`src/rtl/nes_dma_engine_if.sv`:
```
// CPU-side bus bundle shared by the DMA engine and the surrounding system.
// The master modport is the DMA engine; the slave is the system bus/CPU side.
interface nes_dma_engine_if;
  logic [15:0] addr_in;
  logic [7:0]  rdata;
  logic [15:0] addr_out;
  logic [7:0]  wdata;
  logic        rd;
  logic        wr;
  logic        cpu_stall;

  modport master (
    input  addr_in, rdata,
    output addr_out, wdata, rd, wr, cpu_stall
  );

  modport slave (
    output addr_in, rdata,
    input  addr_out, wdata, rd, wr, cpu_stall
  );
endinterface

```
`src/rtl/nes_dma_engine.sv`:
```
// Multi-channel NES-style page DMA: halts the CPU, copies a 256-byte page
// (or fewer bytes) read/write pairwise, with optional odd-cycle alignment.
module nes_dma_engine #(
  parameter int NUM_CH    = 2,
  parameter int ALIGN_ODD = 1
) (
  input  logic                 Clk,
  input  logic                 Reset,
  input  logic [NUM_CH-1:0]    trig,
  input  logic [NUM_CH*8-1:0]  src_page,
  input  logic [NUM_CH*16-1:0] dst_addr,
  input  logic [NUM_CH-1:0]    dst_inc,
  input  logic [NUM_CH*9-1:0]  len,
  nes_dma_engine_if.master     bus,
  output logic [NUM_CH-1:0]    busy,
  output logic [NUM_CH-1:0]    done
);

  localparam int CH_W = (NUM_CH > 1) ? $clog2(NUM_CH) : 1;

  localparam logic [2:0] IDLE  = 3'd0;
  localparam logic [2:0] HALT  = 3'd1;
  localparam logic [2:0] ALIGN = 3'd2;
  localparam logic [2:0] READ  = 3'd3;
  localparam logic [2:0] WRITE = 3'd4;
  localparam logic [2:0] DONE  = 3'd5;

  logic [2:0]        state, state_n;
  logic              parity;
  logic [NUM_CH-1:0] pending, pend_set, pend_clr;
  logic [CH_W-1:0]   cur_ch, sel_ch;
  logic              sel_valid, sel_load;
  logic [7:0]        page, idx;
  logic [15:0]       dst;
  logic              inc;
  logic [8:0]        remaining, sel_len, len_eff;
  logic [7:0]        wdata_q;
  logic              active;
  logic [NUM_CH-1:0] cur_onehot;

  // Lowest-index pending channel wins; the descending loop leaves it last.
  // NOTE: every always_comb output gets a default first so no latch is inferred.
  always_comb begin
    sel_valid = 1'b0;
    sel_ch    = '0;
    for (int i = NUM_CH - 1; i >= 0; i--) begin
      if (pending[i]) begin
        sel_valid = 1'b1;
        sel_ch    = CH_W'(i);
      end
    end
  end

  assign sel_load = sel_valid && (state == IDLE || state == DONE);
  assign sel_len  = len[sel_ch*9 +: 9];
  assign len_eff  = (sel_len == 9'd0 || sel_len > 9'd256) ? 9'd256 : sel_len;
  assign pend_set = trig & ~pending;
  assign pend_clr = sel_load ? (NUM_CH'(1) << sel_ch) : '0;

  always_comb begin
    state_n = state;
    case (state)
      IDLE:    if (sel_valid) state_n = HALT;
      HALT:    state_n = (ALIGN_ODD != 0 && parity) ? ALIGN : READ;
      ALIGN:   state_n = READ;
      READ:    state_n = WRITE;
      WRITE:   state_n = (remaining == 9'd1) ? DONE : READ;
      DONE:    state_n = sel_valid ? HALT : IDLE;
      default: state_n = IDLE;
    endcase
  end

  // NOTE: sequential state uses non-blocking assignments so all registers
  // update together from the values sampled at the same edge.
  always_ff @(posedge Clk) begin
    if (Reset) begin
      state     <= IDLE;
      parity    <= 1'b0;
      pending   <= '0;
      cur_ch    <= '0;
      page      <= '0;
      idx       <= '0;
      dst       <= '0;
      inc       <= 1'b0;
      remaining <= '0;
      wdata_q   <= '0;
    end else begin
      state   <= state_n;
      parity  <= ~parity;
      pending <= (pending & ~pend_clr) | pend_set;
      if (sel_load) begin
        cur_ch    <= sel_ch;
        page      <= src_page[sel_ch*8 +: 8];
        dst       <= dst_addr[sel_ch*16 +: 16];
        inc       <= dst_inc[sel_ch];
        remaining <= len_eff;
        idx       <= '0;
      end
      if (state == READ) wdata_q <= bus.rdata;
      if (state == WRITE) begin
        idx       <= idx + 8'd1;
        remaining <= remaining - 9'd1;
        if (inc) dst <= dst + 16'd1;
      end
    end
  end

  assign active     = (state == HALT) || (state == ALIGN) ||
                      (state == READ) || (state == WRITE);
  assign cur_onehot = NUM_CH'(1) << cur_ch;

  assign bus.cpu_stall = active;
  assign bus.rd        = (state == READ);
  assign bus.wr        = (state == WRITE);
  assign bus.wdata     = wdata_q;
  assign bus.addr_out  = (state == READ)  ? {page, idx} :
                         (state == WRITE) ? dst : bus.addr_in;

  assign busy = pending | (active ? cur_onehot : '0);
  assign done = (state == DONE) ? cur_onehot : '0;

endmodule
```
`src/flat_wrapper.sv`:
```
// flat-port wrapper written by rule: the top's interface ports become plain ports
module nes_dma_engine_flat 
#(
  parameter int NUM_CH    = 2,
  parameter int ALIGN_ODD = 1
)
  (Clk, Reset, trig, src_page, dst_addr, dst_inc, len, busy, done, bus_addr_in, bus_rdata, bus_addr_out, bus_wdata, bus_rd, bus_wr, bus_cpu_stall);
  nes_dma_engine_if bus_i ();
  input  logic Clk;
  input  logic Reset;
  input  logic [NUM_CH-1:0] trig;
  input  logic [NUM_CH*8-1:0] src_page;
  input  logic [NUM_CH*16-1:0] dst_addr;
  input  logic [NUM_CH-1:0] dst_inc;
  input  logic [NUM_CH*9-1:0] len;
  output logic [NUM_CH-1:0] busy;
  output logic [NUM_CH-1:0] done;
  input wire logic [$bits(bus_i.addr_in)-1:0] bus_addr_in;
  input wire logic [$bits(bus_i.rdata)-1:0] bus_rdata;
  output wire logic [$bits(bus_i.addr_out)-1:0] bus_addr_out;
  output wire logic [$bits(bus_i.wdata)-1:0] bus_wdata;
  output wire logic [$bits(bus_i.rd)-1:0] bus_rd;
  output wire logic [$bits(bus_i.wr)-1:0] bus_wr;
  output wire logic [$bits(bus_i.cpu_stall)-1:0] bus_cpu_stall;
  assign bus_i.addr_in = bus_addr_in;
  assign bus_i.rdata = bus_rdata;
  assign bus_addr_out = bus_i.addr_out;
  assign bus_wdata = bus_i.wdata;
  assign bus_rd = bus_i.rd;
  assign bus_wr = bus_i.wr;
  assign bus_cpu_stall = bus_i.cpu_stall;
  nes_dma_engine #(.NUM_CH(NUM_CH), .ALIGN_ODD(ALIGN_ODD)) u_core (.Clk(Clk), .Reset(Reset), .trig(trig), .src_page(src_page), .dst_addr(dst_addr), .dst_inc(dst_inc), .len(len), .bus(bus_i), .busy(busy), .done(done));
endmodule
```
`config.mk`:
```
export PLATFORM = sky130hd
export DESIGN_NAME = nes_dma_engine_flat
export DESIGN_NICKNAME = d
export VERILOG_FILES = /design/src/rtl/nes_dma_engine_if.sv /design/src/rtl/nes_dma_engine.sv /design/src/flat_wrapper.sv
export SDC_FILE = /design/constraint.sdc
export NUM_CORES = 1
export LEC_CHECK = 0
export CAP_MARGIN = 40
export CORE_UTILIZATION = 30
export CTS_CLUSTER_SIZE = 25
export DETAILED_ROUTE_END_ITERATION = 10
export PLACE_DENSITY = 0.59
export SYNTH_ARGS = -nofsm -noshare
export SYNTH_HDL_FRONTEND = slang
export SYNTH_SLANG_ARGS = --single-unit
```
`constraint.sdc`:
```
create_clock -name Clk -period 2.64 [get_ports Clk]
set_clock_uncertainty 0.1 [all_clocks]
set_input_delay 0.528 -clock Clk [delete_from_list [all_inputs] [get_ports Clk]]
set_output_delay 0.528 -clock Clk [all_outputs]
set_load 0.01 [all_outputs]
```
==> results of run 1 <==
metrics by stage:
| stage | hold WS, ps | cells | area (um2) |
|---|---|---|---|
| after global routing | 322.1 | 715 | 5221 |
| after global placement | 304.8 | 697 | 4925 |
| after CTS | 308.7 | 714 | 5206 |
| after floorplan | 288.5 | 437 | 3422 |
| final | 314.1 | 715 | 5221 |
| after detailed placement | 301.2 | 697 | 4925 |
synth_stat cells, drive strengths merged, types with 2 or more instances:
| cell type | number |
|---|---|
| clkbuf | 17 |
| nand2b | 3 |
| xnor2 | 2 |
| or3 | 4 |
| nand2 | 91 |
| nand4bb | 2 |
| dfxtp | 57 |
| nand3 | 14 |
| xor2 | 3 |
| inv | 6 |
| o32a | 11 |
| a211oi | 5 |
| a21o | 3 |
| mux2i | 18 |
| and4 | 3 |
| a31oi | 6 |
| nor2 | 22 |
| a211o | 3 |
| or2 | 2 |
| nor4 | 6 |
| buf | 13 |
| nand3b | 2 |
| o21ai | 16 |
| a311oi | 2 |
| mux2 | 5 |
| o211ai | 3 |
| ha | 5 |
| nor2b | 2 |
| nor4b | 3 |
| o31a | 2 |
| and3 | 8 |
| or4 | 2 |
| a21oi | 37 |
| nand4 | 3 |
| o22a | 2 |
| a41oi | 2 |
| a22oi | 25 |
| nor3 | 6 |
| a221oi | 2 |
| o22ai | 2 |
logic make-up (layout without fill, tap and decap cells):
logic type	Yosys count	in the layout
buf+inv	37	175
fa+ha+maj	6	6
flops	57	57
xor+xnor	5	5
simple gates	177	177
compound gates	132	132
mux	23	23
power groups by stage:
stage          Clock (uW)  Sequential (uW)  Combinational (uW)
2_1_floorplan           0             1110                 735
3_3_place_gp            0             1150                1270
3_5_place_dp            0             1150                1280
4_1_cts              1150             1140                1260
5_1_grt              1190             1160                1380
6_report             1120             1140                1260
path summary, 6_finish.rpt:
check	slack, ps	from	cells past startpoint	to
max	110	u_core.state[0]$_SDFFE_PP0P_	4	bus_wr
min	310	u_core.parity$_SDFF_PP0_	1	u_core.parity$_SDFF_PP0_
max reg2reg	490	u_core.pending[0]$_SDFF_PP0_	7	u_core.remaining[5]$_SDFFE_PP0P_
min reg2reg	310	u_core.parity$_SDFF_PP0_	1	u_core.parity$_SDFF_PP0_
registers in the layout, summed over array words and instances (netlist names):
name              count
u_core.page           8
u_core.remaining      9
u_core.bus.wdata      8
u_core.state          3
u_core.cur_ch         1
u_core.pending        2
u_core.dst           16
u_core.idx            8
u_core.parity         1
u_core.inc            1
routing by layer:
metal / wire [um] / track usage
met1: 5096 / 0.2543
met2: 5218 / 0.3174
met3: 595 / 0.05081
met4: 126 / 0.04826
met5: 0 / 0
layout make-up:
class,instances,area (um2)
well taps,140,175.2
fillers,1118,5762
clock inverters,2,10.01
inverters,7,26.28
multi-input cells,343,2136
flip-flops and latches,57,1141
repair buffers,152,1449
clock buffers,14,284.0
worst max-delay path, cell delays in order (launching register included):
cell and delay [ps]:
sky130_fd_sc_hd__dfxtp_1 330, sky130_fd_sc_hd__or3b_1 420, sky130_fd_sc_hd__inv_2 110, sky130_fd_sc_hd__buf_12 160, sky130_fd_sc_hd__clkdlybuf4s50_1 550
what timing repair did:
item | 4_1_cts | 5_1_grt
resized for setup | 16 | 1
endpoints found under the setup margin | 16 | 2
pin swaps | 0 | 0
buffers inserted | 1 | 0
==> Implementation_results.wiki, run 1 <==
{| class="wikitable"
! Metric !! Value
|-
| GRT Residual Overflow || 0
|-
| Cell type with the largest total area after synthesis || sky130_fd_sc_hd__dfxtp_1
|-
| Share of layout cells above drive strength 1 || 0.09913
|-
| Initial Utilization || 0.3116
|-
| Area of the mapped netlist || 0.003422 mm2
|-
| Number of max-capacitance violations reported || 0
|-
| Clock root buffer || sky130_fd_sc_hd__clkbuf_16
|-
| Violation count after the first detailed-routing iteration || 180
|-
| DRC viols || 0
|-
| Max-slew violation total from the final report || 0
|-
| Power per cell area || 674.3 mW/mm2
|-
| Std cell rows || 38
|-
| Async S/R FF share, synth || 0
|-
| Status || finished clean
|-
| Synth unique cells || 66
|-
| Standby leakage power || around 0.0021 uW
|-
| Peak supply drop || around 0.00035 V
|-
| Die height || 108.8 um
|-
| Synthesized instance count || 437
|-
| Main flop type after synthesis || sky130_fd_sc_hd__dfxtp_1
|-
| Clock input transition at the sequential cells of the worst setup and hold paths || about 50 ps
|-
| Pre-antenna DRT Iters || 5
|-
| Clock tree from TritonCTS || done
|-
| Transition time at the pin with the least slew margin || around 900 ps
|-
| Core region area || 0.01098 mm2
|-
| Sequential share of the synthesized area || 0.3335
|-
| Worst rel slew slack || 0.3915
|-
| Final Core Density || 0.4754
|-
| Synth Area in Simple Gates || 0.2527
|-
| Relative contribution of sequential cells to total power || 0.325
|-
| Portion of total power attributed to combinational logic || 0.357
|-
| Sum Neg Setup Slack || 0 ps
|-
| Path type of the worst min-delay path || reg -> reg
|-
| Port Buffers || 126
|-
| Minimum clock period after layout || around 2500 ps
|-
| Die span in x || about 110 um
|-
| Final weighted congestion in routability-driven placement || 0.7961
|-
| Dominant combinational cell family by area after synthesis || compound AO/OA/AOI/OAI gates
|-
| Clock network latency to the later pin of the worst-skew pair || 320 ps
|-
| Cts bufs inserted || 9
|-
| Clock Tree Buf Depth || 2
|-
| Max H-tree Level || 3
|-
| I/O pins || 127
|-
| Switching part of the total power || 0.3324
|-
| Hold buffer count at CTS || 0
|-
| Most frequent cells in the layout || sky130_fd_sc_hd__clkdlybuf4s50_1 (110), sky130_fd_sc_hd__nand2_1 (91), sky130_fd_sc_hd__dfxtp_1 (57)
|-
| Compound-cell area share of the yosys netlist || 0.2662
|-
| Antenna cell count || 0
|-
| Most common cell after layout, fill and taps aside || sky130_fd_sc_hd__clkdlybuf4s50_1
|-
| Post-DR vias/cell || around 5.3
|-
| Clock sink total || 57
|-
| Number of enable flip-flop cells after synthesis || 0
|-
| Maximum achievable frequency || slightly below 0.4 GHz
|-
| Internal portion of total power || 2351 uW
|-
| WP data arrival || 1900 ps
|-
| Adder and majority cell fraction of the synthesized area || 0.02121
|-
| Synth top area cells || sky130_fd_sc_hd__dfxtp_1 (33%), sky130_fd_sc_hd__nand2_1 (10%), sky130_fd_sc_hd__a22oi_1 (5.5%)
|-
| Setup-failing EPs final || 0
|-
| Power share of the clock group || 0.319
|-
| Area share of the leading cell type in the synthesized netlist || 0.3335
|-
| Post-route setup slack || 109.3 ps
|-
| Total Die Area || around 0.012 mm2
|-
| Number of nets produced by synthesis || ~540
|-
| Share of the synthesized netlist area taken by xor and xnor gates || 0.01280
|-
| Kind of end point of the critical path || output port
|-
| Area growth from synthesis to layout || 52.58%
|-
| Total power of the final layout || roughly 3500 uW
|-
| Final #Nets || approximately 670
|-
| Syn. warnings || 0
|-
| CP Data Required Time || around 2000 ps
|-
| Worst setup slack after placement || 28.47 ps
|-
| Routed via count || 3791
|-
| First-pass GRT wire length || 17760 um
|-
| P_sw || 1170 uW
|-
| Antenna violations before repair || 0
|-
| Unrepaired setup endpoints after global routing || false
|-
| Number of storage elements in the synthesis netlist || 57
|-
| Worst setup SP type || flop
|-
| Routed Antenna Nets || 0
|-
| Proportion of synthesized area in mux cells || 0.06910
|-
| Largest net degree at the start of global routing || 43
|-
| Combined global-route utilization of all metal layers || 0.1946
|-
| Tcrit/Tclk final || 0.9586
|-
| Post-Synthesis Mean Instance Area || about 7.8 um2
|-
| Vias in the first global route || 3580
|-
| Estimated wirelength of the detail-placed design || about 8400 um
|-
| Total routed wirelength || 11040 um
|-
| Worst Path Max Fanout || 22
|-
| Total count of hold-check failures in the final report || 0
|-
| Final routed wire length divided by cell count || 15.44 um
|-
| Worst setup path class || reg -> out
|}
Note: power is estimated with default switching activity, not from simulation.
==> run 2, diff against run 1 <==
- ABC_CLOCK_PERIOD_IN_PS: not set -> 2640
==> results of run 2 <==
Final layout, timing and power as in run 1 (identical DEF).
